File: src/rtl/outport_vc_scheduler_control_unit_pkg.sv
// Shared definitions for the multi-VC outport scheduler control unit.
//   clog2              : ceiling log2 helper for counter and pointer widths
//   DEFAULT_*          : default NUM_VC / CREDITS / PACKET_FLITS
//   PE_PORT_CREDITS    : credit depth used on processing-element facing ports
//   state_t            : scheduler FSM states (IDLE / ACTIVE)
package outport_vc_scheduler_control_unit_pkg;

    function automatic int unsigned clog2(input int unsigned v);
        int unsigned r;
        r = 0;
        while ((32'd1 << r) < v) r = r + 1;
        return r;
    endfunction

    localparam int unsigned DEFAULT_NUM_VC       = 2;
    localparam int unsigned DEFAULT_CREDITS      = 4;
    localparam int unsigned DEFAULT_PACKET_FLITS = 5;
    localparam int unsigned PE_PORT_CREDITS      = 8;

    typedef enum logic {
        IDLE   = 1'b0,
        ACTIVE = 1'b1
    } state_t;

endpackage

File: src/rtl/outport_vc_scheduler_control_unit_vc_credit_counter.sv
// Per-VC downstream credit counter.
//   clk, reset  : clock, asynchronous active-low reset (count -> CREDITS)
//   inc_i       : downstream freed one packet slot
//   dec_i       : this VC was granted a packet slot
//   zero_o      : registered count == 0
//   overflow_o  : inc on a saturated counter without simultaneous dec
module vc_credit_counter
    import outport_vc_scheduler_control_unit_pkg::*;
#(
    parameter int unsigned CREDITS = DEFAULT_CREDITS,
    parameter int unsigned CW      = clog2(CREDITS + 1)
) (
    input  logic clk,
    input  logic reset,
    input  logic inc_i,
    input  logic dec_i,
    output logic zero_o,
    output logic overflow_o
);

    logic [CW-1:0] count_q, count_d;

    always_comb begin
        count_d    = count_q;
        overflow_o = 1'b0;
        if (inc_i && !dec_i) begin
            if (count_q == CW'(CREDITS)) overflow_o = 1'b1;
            else                         count_d    = count_q + 1'b1;
        end else if (dec_i && !inc_i) begin
            count_d = count_q - 1'b1;
        end
    end

    always_ff @(posedge clk or negedge reset) begin
        if (!reset) count_q <= CW'(CREDITS);
        else        count_q <= count_d;
    end

    assign zero_o = (count_q == '0);

endmodule

File: src/rtl/outport_vc_scheduler_control_unit.sv
// Multi-VC output port scheduler control: picks one eligible VC per packet
// slot by round-robin, tracks per-VC credits, and sequences the arbiter and
// the winning link controller for PACKET_FLITS cycles per packet.
// Ports:
//   clk, reset            : clock, asynchronous active-low reset
//   request_din[NUM_VC]   : per-VC request pending
//   credit_in_din[NUM_VC] : per-VC credit return pulse
//   zero_credits_dout     : per-VC credit counter == 0
//   vc_grant_dout         : one-hot VC being served (0 when idle)
//   arbiter_strobe_dout   : capture arbiter result (IDLE -> ACTIVE cycle)
//   transfer_strobe_dout  : first ACTIVE cycle pulse to the winner
//   clear_arbiter_dout    : last ACTIVE cycle
//   busy_dout             : FSM is ACTIVE
//   credit_error_dout     : sticky credit overflow flag
// Optional: OUTPORT_CREDIT_CHECK_EN enables the sticky overflow flag
// (plus a $error under SIMULATION); otherwise the flag is tied low.
module outport_vc_scheduler_control_unit
    import outport_vc_scheduler_control_unit_pkg::*;
#(
    parameter int unsigned NUM_VC       = DEFAULT_NUM_VC,
    parameter int unsigned CREDITS      = DEFAULT_CREDITS,
    parameter int unsigned PACKET_FLITS = DEFAULT_PACKET_FLITS
) (
    input  logic              clk,
    input  logic              reset,
    input  logic [NUM_VC-1:0] request_din,
    input  logic [NUM_VC-1:0] credit_in_din,
    output logic [NUM_VC-1:0] zero_credits_dout,
    output logic [NUM_VC-1:0] vc_grant_dout,
    output logic              arbiter_strobe_dout,
    output logic              transfer_strobe_dout,
    output logic              clear_arbiter_dout,
    output logic              busy_dout,
    output logic              credit_error_dout
);

    localparam int unsigned FW = clog2(PACKET_FLITS);
    localparam int unsigned PW = (NUM_VC > 1) ? clog2(NUM_VC) : 1;

    state_t            state_q, state_d;
    logic [FW-1:0]     flit_q, flit_d;
    logic [PW-1:0]     rr_q, rr_d;
    logic [NUM_VC-1:0] grant_q, grant_d;
    logic              xfer_q, xfer_d;

    logic [NUM_VC-1:0] zero_w, overflow_w, dec_w, eligible;
    logic [PW-1:0]     winner, idx_p;
    logic              found;
    int unsigned       idx;

    for (genvar g = 0; g < NUM_VC; g++) begin : g_vc
        vc_credit_counter #(
            .CREDITS(CREDITS)
        ) u_cnt (
            .clk       (clk),
            .reset     (reset),
            .inc_i     (credit_in_din[g]),
            .dec_i     (dec_w[g]),
            .zero_o    (zero_w[g]),
            .overflow_o(overflow_w[g])
        );
    end

    assign eligible = request_din & ~zero_w;

    // First eligible VC scanning upward from the RR pointer, with wrap.
    always_comb begin
        found  = 1'b0;
        winner = '0;
        idx    = 0;
        idx_p  = '0;
        for (int unsigned k = 0; k < NUM_VC; k++) begin
            idx   = (32'(rr_q) + k) % NUM_VC;
            idx_p = PW'(idx);
            if (!found && eligible[idx_p]) begin
                found  = 1'b1;
                winner = idx_p;
            end
        end
    end

    // Reset is qualified in so nothing is strobed while reset is held low.
    always_comb begin
        state_d             = state_q;
        flit_d              = flit_q;
        rr_d                = rr_q;
        grant_d             = grant_q;
        xfer_d              = 1'b0;
        dec_w               = '0;
        arbiter_strobe_dout = 1'b0;
        clear_arbiter_dout  = 1'b0;
        case (state_q)
            IDLE: begin
                if (found && reset) begin
                    arbiter_strobe_dout = 1'b1;
                    state_d             = ACTIVE;
                    flit_d              = FW'(PACKET_FLITS - 1);
                    grant_d             = '0;
                    grant_d[winner]     = 1'b1;
                    dec_w[winner]       = 1'b1;
                    xfer_d              = 1'b1;
                    rr_d = (winner == PW'(NUM_VC - 1)) ? '0 : winner + 1'b1;
                end
            end
            ACTIVE: begin
                if (flit_q == '0) begin
                    clear_arbiter_dout = 1'b1;
                    state_d            = IDLE;
                    grant_d            = '0;
                end else begin
                    flit_d = flit_q - 1'b1;
                end
            end
            default: state_d = IDLE;
        endcase
    end

    always_ff @(posedge clk or negedge reset) begin
        if (!reset) begin
            state_q <= IDLE;
            flit_q  <= '0;
            rr_q    <= '0;
            grant_q <= '0;
            xfer_q  <= 1'b0;
        end else begin
            state_q <= state_d;
            flit_q  <= flit_d;
            rr_q    <= rr_d;
            grant_q <= grant_d;
            xfer_q  <= xfer_d;
        end
    end

    assign zero_credits_dout    = zero_w;
    assign vc_grant_dout        = grant_q;
    assign transfer_strobe_dout = xfer_q;
    assign busy_dout            = (state_q == ACTIVE);

`ifdef OUTPORT_CREDIT_CHECK_EN
    logic err_q, err_d;

    always_comb err_d = err_q | (|overflow_w);

    always_ff @(posedge clk or negedge reset) begin
        if (!reset) err_q <= 1'b0;
        else        err_q <= err_d;
    end

`ifdef SIMULATION
    always_ff @(posedge clk) begin
        for (int unsigned i = 0; i < NUM_VC; i++)
            if (reset && overflow_w[i]) $error("credit overflow on VC %0d", i);
    end
`endif

    assign credit_error_dout = err_q;
`else
    logic unused_overflow;
    assign unused_overflow   = ^overflow_w;
    assign credit_error_dout = 1'b0;
`endif

endmodule

File: config.mk
export PLATFORM = sky130hd
export DESIGN_NAME = outport_vc_scheduler_control_unit
export DESIGN_NICKNAME = d
export VERILOG_FILES = /design/src/rtl/outport_vc_scheduler_control_unit_pkg.sv /design/src/rtl/outport_vc_scheduler_control_unit_vc_credit_counter.sv /design/src/rtl/outport_vc_scheduler_control_unit.sv
export SDC_FILE = /design/constraint.sdc
export NUM_CORES = 1
export LEC_CHECK = 0
export ABC_AREA = 1
export BUFFER_PORTS_ARGS = -buffer_cell sky130_fd_sc_hd__clkbuf_2
export CORE_AREA = 2 2 45 47
export CTS_CLUSTER_SIZE = 30
export DETAILED_ROUTE_END_ITERATION = 8
export DIE_AREA = 0 0 47 49
export PLACE_DENSITY = 0.81
export SYNTH_ARGS = -nofsm -noshare
export SYNTH_HDL_FRONTEND = slang
export SYNTH_HIERARCHICAL = 1
export SYNTH_SLANG_ARGS = --single-unit
File: constraint.sdc
create_clock -name clk -period 2.3 [get_ports clk]
set_clock_uncertainty 0.1 [all_clocks]
set_input_delay 0.115 -clock clk [delete_from_list [all_inputs] [get_ports clk]]
set_output_delay 0.115 -clock clk [all_outputs]
set_load 0.01 [all_outputs]
# == Word level (Yosys, flattened, before mapping) ==
# Index checks and enable logic that the tools add are counted.
# totals
regBits,14
input_bits,6
output_inout_bits,9
elab_cells,81
# op_classes
addsub,7
n_lt_le_gt_ge,4
eq_ne,7
n_mux,31
n_bitwise,3
n_reduce_logical,22
# op_table
cell,count
2-to-1 mux 3 bit,8
2-to-1 mux 1 bit,15
AND reduction 2 bit,5
zero test 3 bit,3
"subtractor 3 x 1 -> 3 bit, second input constant",3
2-to-1 mux 2 bit,4
"inequality test 2 bit, second input constant",4
logical AND 1 bit,7
"adder 3 x 1 -> 3 bit, second input constant",2
"== test 3 bit, second input constant",2
"< comparator 1 x 2 -> 1 bit, second input constant",3
case mux 3 bit (2 select lines),1
zero test 1 bit,5
case mux 2 bit (2 select lines),1
nonzero test 2 bit,2
"adder 1 bit, second input constant",2
AND 2 bit,1
"inequality test 2 x 1 -> 1 bit, second input constant",1
inverter 2 bit,1
case mux 1 bit (2 select lines),1
demux 1 bit (select 1 bit),1
"greater-or-equal comparator 1 bit, second input constant",1
inverter 1 bit,1

# == Depth between registers and ports, before layout ==
# depth
depth_word,19
depth_mapped,18
ltp_nobuf,18

# == Hierarchy ==
# Netlist, hierarchy kept.
# modules_own_cells
mod,instances,cells_per_inst,area_each_um2,seq_area_each_um2
vc_credit_counter,2,32,217.7,76.3
outport_vc_scheduler_control_unit,1,53,431.7,200.2

# == Least setup slack after synthesis ==
# OpenSTA, ideal clock, no wires.
# synth_path
path_type,register to register
from,register g_vc[0].u_cnt.count_q[0]
to,register g_vc[0].u_cnt.count_q[2]
setup_ns,0.058
arrival_ns,2.134
required_ns,2.142
setup_slack_ns,0.008
stages_incl_launch_ff,19
n_path_buf,0
synth_period_minus_slack_ns,2.292
path_cell_list,dfrtp_1 > nor3_1 > inv_1 > nand2_1 > nand2_1 > nand2_4 > inv_2 > nand2_2 > inv_2 > inv_1 > nand2_2 > fa_1 > inv_1 > nor2_1 > nand2_1 > nand2_1 > nand2_1 > nand2_1 > inv_1
# synth_between
elab_chain_len,19
word_cells_on_any_way,33
classes_between,2 x add/sub; 2 x order compare; 2 x eq/ne; 15 x mux; 2 x bitwise; 10 x reduce/logical
# synth_lines
element,line,rtl
start: declaration,outport_vc_scheduler_control_unit_vc_credit_counter.sv:21,"logic [CW-1:0] count_q, count_d;"
start signal: assignment,outport_vc_scheduler_control_unit_vc_credit_counter.sv:35,if (!reset) count_q <= CW'(CREDITS);
start signal: assignment,outport_vc_scheduler_control_unit_vc_credit_counter.sv:36,else count_q <= count_d;
zero test 3 bit *,outport_vc_scheduler_control_unit_vc_credit_counter.sv:39,assign zero_o = (count_q == '0);
net zero_credits_dout[0],outport_vc_scheduler_control_unit.sv:28,"output logic [NUM_VC-1:0] zero_credits_dout,"
inverter 2 bit *,outport_vc_scheduler_control_unit.sv:64,assign eligible = request_din & ~zero_w;
AND 2 bit *,outport_vc_scheduler_control_unit.sv:64,
2-to-1 mux 1 bit (implied by the code) (2 in a row),outport_vc_scheduler_control_unit.sv:75,if (!found && eligible[idx_p]) begin
2-to-1 mux 1 bit,outport_vc_scheduler_control_unit.sv:75,
zero test 1 bit,outport_vc_scheduler_control_unit.sv:75,
logical AND 1 bit,outport_vc_scheduler_control_unit.sv:75,
[... 4 more ...],-,
demux 1 bit (select 1 bit),outport_vc_scheduler_control_unit.sv:100,dec_w[winner] = 1'b1;
2-to-1 mux 2 bit *,outport_vc_scheduler_control_unit.sv:94,if (found && reset) begin
2-to-1 mux 2 bit *,outport_vc_scheduler_control_unit.sv:92,case (state_q)
net dec_w[0],outport_vc_scheduler_control_unit.sv:46,"logic [NUM_VC-1:0] zero_w, overflow_w, dec_w, eligible;"
zero test 1 bit,outport_vc_scheduler_control_unit_vc_credit_counter.sv:26,if (inc_i && !dec_i) begin
logical AND 1 bit,outport_vc_scheduler_control_unit_vc_credit_counter.sv:26,
inequality test 2 bit (no line) or nonzero test 2 bit (tied branches),-,
AND reduction 2 bit (no line),-,
# The timed path passes the listed nets; every way through them passes the cells marked *. The select of a mux whose other input is x is not followed.
# A chain may end at the register's enable or synchronous reset.

# == Worst setup path after layout ==
# layout_path
from,register g_vc[0].u_cnt.count_q[1]
to,register g_vc[0].u_cnt.count_q[2]
# layout_between
elab_chain_len,19
word_cells_on_any_way,33
classes_between,2 x add/sub; 2 x order compare; 2 x eq/ne; 15 x mux; 2 x bitwise; 10 x reduce/logical
# layout_lines
element,line
zero test 3 bit *,outport_vc_scheduler_control_unit_vc_credit_counter.sv:39
inverter 2 bit *,outport_vc_scheduler_control_unit.sv:64
AND 2 bit *,outport_vc_scheduler_control_unit.sv:64
2-to-1 mux 1 bit (implied by the code) (2 in a row),outport_vc_scheduler_control_unit.sv:75
2-to-1 mux 1 bit,outport_vc_scheduler_control_unit.sv:75
zero test 1 bit,outport_vc_scheduler_control_unit.sv:75
logical AND 1 bit,outport_vc_scheduler_control_unit.sv:75
2-to-1 mux 1 bit,outport_vc_scheduler_control_unit.sv:75
[... 3 more ...],-
demux 1 bit (select 1 bit),outport_vc_scheduler_control_unit.sv:100
2-to-1 mux 2 bit *,outport_vc_scheduler_control_unit.sv:94
2-to-1 mux 2 bit *,outport_vc_scheduler_control_unit.sv:92
net dec_w[0],outport_vc_scheduler_control_unit.sv:46
zero test 1 bit,outport_vc_scheduler_control_unit_vc_credit_counter.sv:26
logical AND 1 bit,outport_vc_scheduler_control_unit_vc_credit_counter.sv:26
inequality test 2 bit (no line) or nonzero test 2 bit (tied branches),-
AND reduction 2 bit (no line),-
# Marks and branches as above.

==> summary.md <==
| Metric | Value |
|---|---|
| Status | `finished, final reports clean` |
| Vias/cell | `4.46` |
| Final period utilization | `93.0%` |
| Via count | `741` |
| TritonCTS sink count | `14` |
| Detail Route Antenna Nets | `0` |
| Final instance area | `1050 um^2` |
| Final Slew Violations | `0` |
| Max clock buf depth | `2` |
| Top Ports | `15` |
| Critical path's slowest cell | `dfrtp_1` |
| WP data required | `2.44 ns` |
| Commonest cells after routing, fill and taps aside | `37 x nand2_1, 17 x inv_1, 13 x clkbuf_2` |
| Register area | `354 um^2` |
| HPWL after detailed placement | `1260 um` |
| Net Switching | `0.618 mW` |
| Initial antenna violation count | `0` |
| Most common cell after layout, fill and taps aside | `nand2_1` |
| Root Driver | `clkbuf_4` |
| Syn avg cell area | `7.47 um^2` |
| Gate Count Post-Synth | `115` |
| Vias in the first global route | `720` |
| Die area | `2300 um^2` |
| CTS tree | `done` |
| Diodes inserted | `0` |
| Clock share of power | `10.8%` |
| VDD IR max | `0.607 mV` |
| Area of the multi-input gates | `425 um^2` |
| Maxcap violations | `0` |
| DR iter-0 viols | `12` |
| Most used cell, CP | `nand2_1` |
| Worst path buffer plus inverter count | `6` |
| Post-layout min period | `2.14 ns` |
| Port buffer count | `13` |
| Initial Util | `46.7%` |
| Setup slack after layout | `0.160 ns` |
| WL/cell | `9.49 um` |
| DRT Wirelength | `1580 um` |
| Final Hold Vio Count | `0` |
| Layout Utilization | `57.2%` |
| Pwr Density | `1320 nW/um^2` |
| Global route overflow | `0` |
| CP Cell Sequence | `nor3_2 > inv_1 > nand2_1 > nand2_1 > nand2_4 > inv_2 > nand2_2 > inv_2 > inv_1 > nand2_2 > fa_2 > inv_2 > nor2_1 > nand2_1 > nand2_1 > nand2_1 > nand2_1 > inv_1` |
| H-tree levels | `1` |
| Fillers | `181` |
| Setup TNS | `0 ns` |
| Critical setup path kind | `reg -> reg` |
| Syn_nets | `125` |
| Layout Nets | `150` |
| Met2 wire len | `804 um` |
| Worst slack at placement | `0.0424 ns` |
| LEAKAGE | `0.614 nW` |
| Largest net degree at the start of global routing | `15` |
| Total CTS buffers | `3` |
| GRT Util Overall | `16.2%` |
| Switching Share | `44.4%` |
| Routability cong. | `0.755` |
| Yosys Warn Count | `6` |
| Startpoint types | `flop` |
| CP endpoint kind | `flop` |
| CP delay by family, top | `simple AND/OR/NAND/NOR gates` |
| DRC viols | `0` |
| WHS | `0.0989 ns` |
| Worst Path Max Fanout | `4` |
| Internal power | `0.774 mW` |
| Met3 WL | `54 um` |
| Netlist Area Pre-Place | `860 um^2` |
| Placed cell area | `981 um^2` |
| Fmax | `0.467 GHz` |
| Final Setup Violations | `0` |
| HP Class | `in -> reg` |
| First-pass GRT wire length | `2740 um` |
| Critical path arrival | `2.28 ns` |
| Seq pwr share | `35.4%` |
| Worst skew pair latency | `0.29 ns` |
| Top Metal Used | `met4` |
| First drt pass iteration count | `4` |
| Die span in y | `49 um` |
| Clk slew on worst S/H paths | `0.08 ns` |
| DRT met1 WL | `666 um` |
| Die Span X | `47 um` |
| Rows | `16` |
| Comb power frac | `53.9%` |
| Core region area | `1840 um^2` |
| Layout cell share with drive strength beyond 1 | `35.3%` |
| Worst path max stage delay | `0.40 ns` |
| Area growth from synthesis to layout | `22.6%` |
| RSZ-0062 raised after global routing | `no` |
[layout make-up]
cell class              instances  share of cell area (%)
clock buffers                   4                    2.49
inverters                      23                    8.19
multi-input cells              77                    40.4
flip-flops and latches         14                    33.6
well taps                      27                    3.21
repair buffers                 21                    12.1
[path summary, 6_finish.rpt]
kind                                     startpoint                  endpoint  slack [ns]  depth (start not counted)
max                        g_vc[0].u_cnt/count_q[1]  g_vc[0].u_cnt/count_q[2]        0.16                         18
min reg2reg                                    rr_q                      rr_q        0.39                          2
max reg2reg                g_vc[0].u_cnt/count_q[1]  g_vc[0].u_cnt/count_q[2]        0.16                         18
min                                credit_in_din[0]  g_vc[0].u_cnt/count_q[1]         0.1                          4
max in group asynchronous                     reset  g_vc[0].u_cnt/count_q[2]        1.66                          3
min in group asynchronous                     reset                 busy_dout        0.20                          3
[flip-flops by register name, summed over array words and instances (netlist names)]
register              count
busy_dout                 1
g_vc.u_cnt/count_q        6
transfer_strobe_dout      1
vc_grant_dout             2
rr_q                      1
flit_q                    3
[power by group through the flow]
stage / logic, mW / registers [mW] / clock network [mW]
2_1_floorplan: 0.490 / 0.505 / 0
3_3_place_gp: 0.691 / 0.479 / 0
3_5_place_dp: 0.723 / 0.486 / 0
4_1_cts: 0.729 / 0.481 / 0.154
5_1_grt: 0.865 / 0.513 / 0.160
6_report: 0.750 / 0.493 / 0.150
[timing repair]
item	4_1_cts	5_1_grt
hold buffers	1	0
hold endpoints to repair	14	0
setup buffers	0	3
endpoints found under the setup margin	0	2
resized for setup	0	5
[through the flow]
stage	std cells	power [mW]
2_1_floorplan	115	0.995
5_1_grt	166	1.54
6_report	166	1.39
4_1_cts	163	1.36
3_5_place_dp	158	1.21
3_3_place_gp	158	1.17
[per-layer routing]
metal,track usage [%],vias to the layer above
li1,-,391
met1,19.5,333
met2,26.0,12
met3,2.59,5
met4,9.72,0
met5,0,-
[worst register-to-register path, delay by kind of cell (launching register included)]
kind / cells / cell delay (ns)
adder cells (fa/ha/maj): 1 / 0.35
AND/OR/NAND/NOR: 11 / 0.88
buffers and inverters: 6 / 0.36
flip-flops: 1 / 0.40
Note: power is estimated with default switching activity, not from simulation.
